File: config.mk
export PLATFORM = sky130hd
export DESIGN_NAME = lane_flush_scheduler
export DESIGN_NICKNAME = d
export VERILOG_FILES = /design/src/rtl/lane_pkg.sv /design/src/rtl/lane_popcount.sv /design/src/rtl/lane_flush_scheduler.sv
export SDC_FILE = /design/constraint.sdc
export NUM_CORES = 1
export LEC_CHECK = 0
export ABC_AREA = 1
export CAP_MARGIN = 10
export CORE_MARGIN = 4
export CORE_UTILIZATION = 71
export CTS_BUF_LIST = sky130_fd_sc_hd__clkbuf_8
export CTS_CLUSTER_SIZE = 40
export DETAILED_ROUTE_END_ITERATION = 6
export DONT_BUFFER_PORTS = 1
export GPL_TIMING_DRIVEN = 0
export MAX_ROUTING_LAYER = met4
export PLACE_DENSITY = 0.87
export SYNTH_ARGS = -nofsm -noshare
export SYNTH_HDL_FRONTEND = slang
export SYNTH_SLANG_ARGS = --single-unit
File: constraint.sdc
create_clock -name clk -period 5.7 [get_ports clk]
set_input_delay 0.57 -clock clk [delete_from_list [all_inputs] [get_ports clk]]
set_output_delay 0.57 -clock clk [all_outputs]
set_load 0.005 [all_outputs]
File: src/rtl/lane_pkg.sv
// Shared types and helpers for the lane flush scheduler and its bench.
// lane_fill_next is the occupancy rule that both the RTL and the scoreboard use.
package lane_pkg;

    localparam int unsigned DEFAULT_CNT_W = 32;

    typedef enum logic [1:0] {
        IDLE  = 2'd0,
        ACCUM = 2'd1,
        FLUSH = 2'd2
    } flush_state_t;

    // The sum stays below 2*lane, so a single subtraction stands in for the modulo.
    function automatic int unsigned lane_fill_next(input int unsigned fill, input int unsigned n,
                                                   input logic flush, input int unsigned lane);
        int unsigned sum;
        sum = fill + n;
        if (flush) return 0;
        return (sum >= lane) ? sum - lane : sum;
    endfunction

endpackage

File: src/rtl/lane_popcount.sv
// Combinational count of the set bits in a lane valid vector.
module lane_popcount #(
    parameter int unsigned LANE = 4
) (
    input  logic [LANE-1:0]            data_in_vd,
    output logic [$clog2(LANE+1)-1:0]  count
);

    localparam int unsigned N_W = $clog2(LANE + 1);

    always_comb begin
        count = '0;
        for (int i = 0; i < LANE; i++) begin
            count = count + N_W'(data_in_vd[i]);
        end
    end

endmodule

File: src/rtl/lane_flush_scheduler.sv
// Drives the lane packer flush input: mirrors its partial-lane occupancy and pulses flush
// when residual data ages past the timeout or an external request is pending.
module lane_flush_scheduler
    import lane_pkg::*;
#(
    parameter int unsigned LANE      = 4,
    parameter int unsigned TIMEOUT_W = 16,
    parameter int unsigned CNT_W     = DEFAULT_CNT_W
) (
    input  logic                      clk,
    input  logic                      rst_n,
    input  logic [LANE-1:0]           data_in_vd,
    input  logic [TIMEOUT_W-1:0]      timeout,
    input  logic                      flush_req,
    output logic                      flush,
    output logic [$clog2(LANE)-1:0]   fill,
    output logic [CNT_W-1:0]          flush_count,
    output logic [CNT_W-1:0]          timeout_flush_count
);

    localparam int unsigned FILL_W = $clog2(LANE);
    localparam int unsigned N_W    = $clog2(LANE + 1);
    localparam int unsigned SUM_W  = $clog2(2 * LANE);

    flush_state_t         state_q, state_d;
    logic [N_W-1:0]       n;
    logic [SUM_W-1:0]     sum;
    logic [FILL_W-1:0]    fill_d;
    logic                 emit;
    logic [TIMEOUT_W-1:0] age_q, age_d, age_inc;
    logic                 pend_q, pend_d;
    logic                 to_hit;
    logic                 cause_q;

    lane_popcount #(
        .LANE (LANE)
    ) u_popcount (
        .data_in_vd (data_in_vd),
        .count      (n)
    );

    always_comb begin
        sum     = SUM_W'(fill) + SUM_W'(n);
        emit    = !flush && (sum >= SUM_W'(LANE));
        fill_d  = FILL_W'(lane_fill_next(32'(fill), 32'(n), flush, LANE));
        age_inc = (&age_q) ? age_q : age_q + TIMEOUT_W'(1);
        if (fill_d == '0) begin
            age_d = '0;
        end else if ((fill == '0) || emit) begin
            // Residual elements are fresh, so their age restarts.
            age_d = TIMEOUT_W'(1);
        end else begin
            age_d = age_inc;
        end
        pend_d = flush_req || (pend_q && !flush);
        to_hit = (timeout != '0) && (age_d >= timeout) && (fill_d != '0);
    end

    always_ff @(posedge clk or negedge rst_n) begin
        if (!rst_n) begin
            state_q <= IDLE;
        end else begin
            state_q <= state_d;
        end
    end

    always_comb begin
        state_d = state_q;
        case (state_q)
            IDLE:    if (fill_d != '0) state_d = ACCUM;
            ACCUM:   if (fill_d == '0) state_d = IDLE;
            FLUSH:   state_d = (fill_d != '0) ? ACCUM : IDLE;
            default: state_d = IDLE;
        endcase
        if (pend_d || to_hit) state_d = FLUSH;
    end

    always_comb begin
        flush = (state_q == FLUSH);
    end

    always_ff @(posedge clk or negedge rst_n) begin
        if (!rst_n) begin
            fill                <= '0;
            age_q               <= '0;
            pend_q              <= 1'b0;
            cause_q             <= 1'b0;
            flush_count         <= '0;
            timeout_flush_count <= '0;
        end else begin
            fill    <= fill_d;
            age_q   <= age_d;
            pend_q  <= pend_d;
            // Remembers whether the upcoming flush is owed to the timeout alone.
            cause_q <= to_hit && !pend_d;
            if (flush) flush_count <= flush_count + CNT_W'(1);
            if (flush && cause_q) timeout_flush_count <= timeout_flush_count + CNT_W'(1);
        end
    end

endmodule

[Yosys cells after proc, flatten, opt, wreduce, memory -nomap -nowiden]
Cells that the tools add are included.
Cells by class
  div/mod/pow operators: 0
  $mul: 0
  magnitude comparators: 3
  equality and inequality tests: 4
  $add $sub $neg: 9
  reductions and logical operators: 18
  multiplexer cells: 11
  bitwise operators: 0
  shift-type cells: 0
Operators with widths (count)
  $add 32x1->32 const B: 2
  $mux 16: 3
  $add 16x1->16 const B: 1
  $ge 16x16->1: 1
  $reduce_and 16->1: 1
  $reduce_bool 16->1: 1
  $mux 2: 5
  $add 3x1->3: 2
  $logic_and 1x1->1: 6
  $logic_not 2->1: 3
  $ne 3x3->1 const B: 2
  $pmux 2 s3: 1
  $add 2x3->4: 1
  $ge 4x3->1 const B: 1
  $add 2x3->3: 1
  $ge 3x3->1 const B: 1
  $logic_or 1x1->1: 3
  $add 1x1->2: 1
  $eq 2x1->1 const B: 1
  $eq 2x2->1 const B: 1
  $logic_not 1->1: 2
  $mux 1: 2
  $reduce_and 2->1: 1
  $reduce_bool 2->1: 1
  $sub 2x1->2 const B: 1
Storage, ports and cells
  bits in registers: 86
  ROM bits: 0
  input bits: 23
  output and inout port bits: 67
  logic and storage cells: 52
  memory bits (writable): 0
  latch bits: 0
  memories kept: 0

[Logic depth before layout (Yosys ltp)]
  depth in word-level cells: 15
  gate-level depth with buffers: 26
  gate-level depth less buffers: 26

[Modules after synthesis]
From an unflattened synthesis, not the netlist that was laid out.
Second synthesis, totals
  cells, all modules: 710
  area total of the unflattened synthesis: 5381.4 um^2
Modules (own cells, without submodules)
  lane_flush_scheduler: sequential area each 2152.1 um^2, area an instance 5317.6 um^2, cells each 702, times used 1
  lane_popcount: sequential area each 0.0 um^2, area an instance 63.8 um^2, cells each 8, times used 1

[Worst setup path before layout]
No wires, ideal clock.
  path type: in2reg
  start point: input data_in_vd[0]
  end point: register state_q[0]
  stages on the path: 23
  buffers on the path: 1
  library setup time: 71 ps
  setup slack: 1952 ps
  arrival time: 3677 ps
  data required time: 5629 ps
  cell sequence: ha_1 inv_1 fa_1 inv_1 ha_1 fa_1 inv_1 a21oi_1 inv_1 nor2_1 buf_4 o21ai_0 nor2_1 ha_1 a21oi_1 nand2_1 nand2_1 nand2_1 nand2_1 nand2_1 nand2_1 nand2_1 nor2_1
Between the ends
  word-level cells in the longest chain between the ends: 15
  elaborated cells between the ends (all ways): 26
  classes of those cells: 6 x add/sub; 3 x order compare; 2 x eq/ne; 7 x mux; 8 x reduce/logical
RTL lines
  from (decl): RTL line lane_flush_scheduler.sv:12  | input logic [LANE-1:0] data_in_vd,
  $add 1x1->2 (*): RTL line lane_popcount.sv:14  | count = count + N_W'(data_in_vd[i]);
  $add 3x1->3 (*) (2 in series): RTL line lane_popcount.sv:14
  $add 2x3->4 / $add 2x3->3 (equally long branches): RTL line lane_pkg.sv:17, lane_flush_scheduler.sv:43
  $ge 4x3->1 (tied with other cells): RTL line lane_pkg.sv:19  | return (sum >= lane) ? sum - lane : sum;
  $mux 2 / $logic_and 1x1->1 (equally long branches): RTL line lane_pkg.sv:19, lane_flush_scheduler.sv:44
  $mux 2 / $logic_or 1x1->1 (equally long branches): RTL line lane_pkg.sv:19, lane_flush_scheduler.sv:49
  $logic_not 2->1 / $mux 16 (equally long branches): RTL line lane_flush_scheduler.sv:47, lane_flush_scheduler.sv:49
  $mux 16 (*): RTL line lane_flush_scheduler.sv:47  | if (fill_d == '0) begin
  via age_d[3]: RTL line lane_flush_scheduler.sv:30  | logic [TIMEOUT_W-1:0] age_q, age_d, age_inc;
  $ge 16x16->1 (*): RTL line lane_flush_scheduler.sv:56  | to_hit = (timeout != '0) && (age_d >= timeout) && (fill_d != '0);
  $logic_and 1x1->1 (*) (2 in series): RTL line lane_flush_scheduler.sv:56
  $logic_or 1x1->1 (*): RTL line lane_flush_scheduler.sv:75  | if (pend_d || to_hit) state_d = FLUSH;
  $ne 3x3->1 (no source line)
  $reduce_and 2->1 (no source line)
  to (signal assigned): RTL line lane_flush_scheduler.sv:63  | state_q <= state_d;
  to (decl): RTL line lane_flush_scheduler.sv:25  | flush_state_t state_q, state_d;
The timed path passes the listed nets; every way through them passes the cells marked *.
A chain may end at the register's enable or synchronous reset.

[Worst setup path after layout]
Same ends and word-level chain as after synthesis.

==> metrics.txt <==
die area 8730 um^2; via count approximately 4.4k; Worst Setup Path Type input pin to flip-flop; Initial Util 0.746; Synth Register Bits 86; H-tree Lvls 3; wire length of the first global-routing pass about 20 mm; worst slew pin tran approximately 530 ps; RSZ-0062 raised after global routing no; PostCTS Resize Cnt 0; warning count from the yosys run 0; final instance area between 5000 and 6000 um^2; # setup viols final 0; Synth Cell Area between 5000 and 6000 um^2; share of cells above drive strength 1 0.0644; Top Ports 90; 1st-iter DRT viols about 300; crit-path max cell delay around 500 ps; Pre-antenna DRT Iters 4; WP data arrival roughly 4300 ps; Post-Route WL roughly 12 mm; dpl hpwl 8.78 mm; Worst Path Required approximately 6000 ps; Clock Tree Root clkbuf_8; Final period util 0.711; Cell Rows 30; Worst Reg2Reg Path Length in Cells 17; sequential share of the synthesized area 0.415; Syn Area/Cell 7.78 um^2; most frequent cells in the layout nand2_1 (168), inv_1 (115), dfrtp_1 (86); Rel. slew slack 0.646; Hold Buf Count CTS 1; DR WL/cell between 10 and 15 um; antenna fix cells 0; LEAKAGE ~0.0028 uW; Highest Signal Layer met4; vias per std cell about 5.6; top cell type's share of synthesized area 0.415; met2 wire len 5.72 mm; Syn Nets slightly above 700; cell taking the most area after synthesis dfrtp_1; status completed; synthesis-to-finish area growth 6.85%; reg2reg start fill[0]; CTS clk-pin slew, worst paths approximately 90 ps; # nets final ~730; CORE AREA 6940 um^2; largest net degree at the start of global routing 87; CTS tree done; Setup Skew approximately 13 ps; Peak Freq 247 MHz; DRT met1 WL about 4.7 mm; Worst-Skew Late Latency 360 ps; post-layout minimum cycle time 4050 ps; Area contributors post-synth dfrtp_1 (42%), nand2_1 (12%), inv_1 (8.3%), xor2_1 (5.9%), ha_1 (5.3%); Most common cell on crit path inv_1; CTS Buffer Depth 2; commonest non-fill, non-tap cell in the layout nand2_1; GRT overflow 0; Sum Neg Setup Slack 0 ps; FF-to-FF End state_q[0]; placed cell area ~5300 um^2; Max-Cap Viols 0; DR WL met3 788 um; Min-Delay Path Class input pin to async pin; Peak supply drop around 0.14 mV; max-slew violation count 0; final hold vios 0; Cells after Synth ~670; vias in the first global route about 4.4k; setup bufs post-CTS 0; Worst path slowest cell fa_1; Crit Path Max Fanout 10; Num CTS Buffers 9; Clock Sinks 86; Final ANT Viol Nets 0; antenna violations before repair 0; Die H around 93 um; synth unique cells 37; Worst setup SP type input pin; crit end category flip-flop; GPL Wtd Cong roughly 1.0; Die X ~93 um; PortBufs 0; Pwr Density 236 nW/um^2; internal reg-to-reg setup slack between 2000 and 2500 ps; DRC viols 0; Total GRT Usage 0.288; Cell Chain, Critical Path ha_1 > inv_1 > fa_1 > inv_1 > ha_1 > fa_1 > inv_1 > a21oi_1 > inv_1 > nor2_1 > buf_4 > o21ai_0 > inv_1 > ha_1 > a21oi_1 > o21ai_0 > a21oi_1 > nand2_1 > nand2_1 > nand2_1 > nor2_1
metal layers:
metal	up-vias	global-route usage
li1	2102	-
met1	2123	0.334
met2	137	0.481
met3	31	0.0700
met4	0	0.118
met5	-	-
state kept, by name (all words and copies together), names as in the netlist:
signal / cells
cause_q: 1
state_q: 2
pend_q: 1
age_q: 16
timeout_flush_count: 32
flush_count: 32
fill: 2
kinds of logic after synthesis:
kind of cell,after synthesis,share of synthesized area
compound gates,37,0.0372
xor+xnor,54,0.0912
fa+ha+maj,24,0.0608
buf+inv,120,0.0883
flops,86,0.415
simple gates,345,0.307
cell type report:
class	count	area, um^2
multi-input combinational	460	2570
sequential	86	2150
fill	471	1410
inverter	117	440
clock buffer	10	138
tap	96	120
clock inverter	6	70.1
timing repair buffer	1	27.5
buffer	3	17.5
critical path, delay by kind of cell:
| family | cells | cell delay, ps |
|---|---|---|
| buffers and inverters | 6 | 630 |
| adder cells (fa/ha/maj) | 5 | 1680 |
| AND/OR/NAND/NOR | 5 | 610 |
| AO/OA/AOI/OAI | 5 | 850 |
metrics by stage:
step / power (uW) / setup slack, ps / instances / util / hold slack [ps]
floorplan: 814 / 1950 / 666 / - / 274
CTS: 1310 / 1670 / 779 / 0.798 / 122
global route: 1370 / 1400 / 779 / 0.798 / 120
finish: 1310 / 1650 / 779 / 0.798 / 96.6
global placement: 847 / 1440 / 762 / 0.764 / 276
detailed placement: 858 / 1310 / 762 / 0.764 / 276
cells in the mapped netlist (all sizes together):
library cell / number
clkinv: 1
nand2: 172
dfrtp: 86
or2: 1
and2: 1
nor3: 28
nand4: 18
inv: 116
o21bai: 1
nand3: 38
fa: 2
nand3b: 3
a21oi: 16
nor3b: 1
o211ai: 1
ha: 22
buf: 3
o21ai: 18
and3: 1
a211oi: 1
xnor2: 19
xor2: 35
nor4: 1
nor2: 81
power breakdown:
group / switching, uW / internal, uW / total (uW)
registers: 50.2 / 643 / 693
clock network: 229 / 217 / 446
logic: 106 / 61.0 / 167
worst max path at each step:
stage / from / to / slack [ps] / cells after the start
after floorplan: data_in_vd[0] / state_q[0] / 1950 / 23
after global placement: data_in_vd[0] / state_q[0] / 1440 / 23
after detailed placement: data_in_vd[0] / state_q[0] / 1310 / 23
after CTS: data_in_vd[0] / state_q[0] / 1670 / 23
after global routing: data_in_vd[0] / state_q[0] / 1400 / 25
final: data_in_vd[0] / state_q[0] / 1650 / 21
Note: power is estimated with default switching activity, not from simulation.
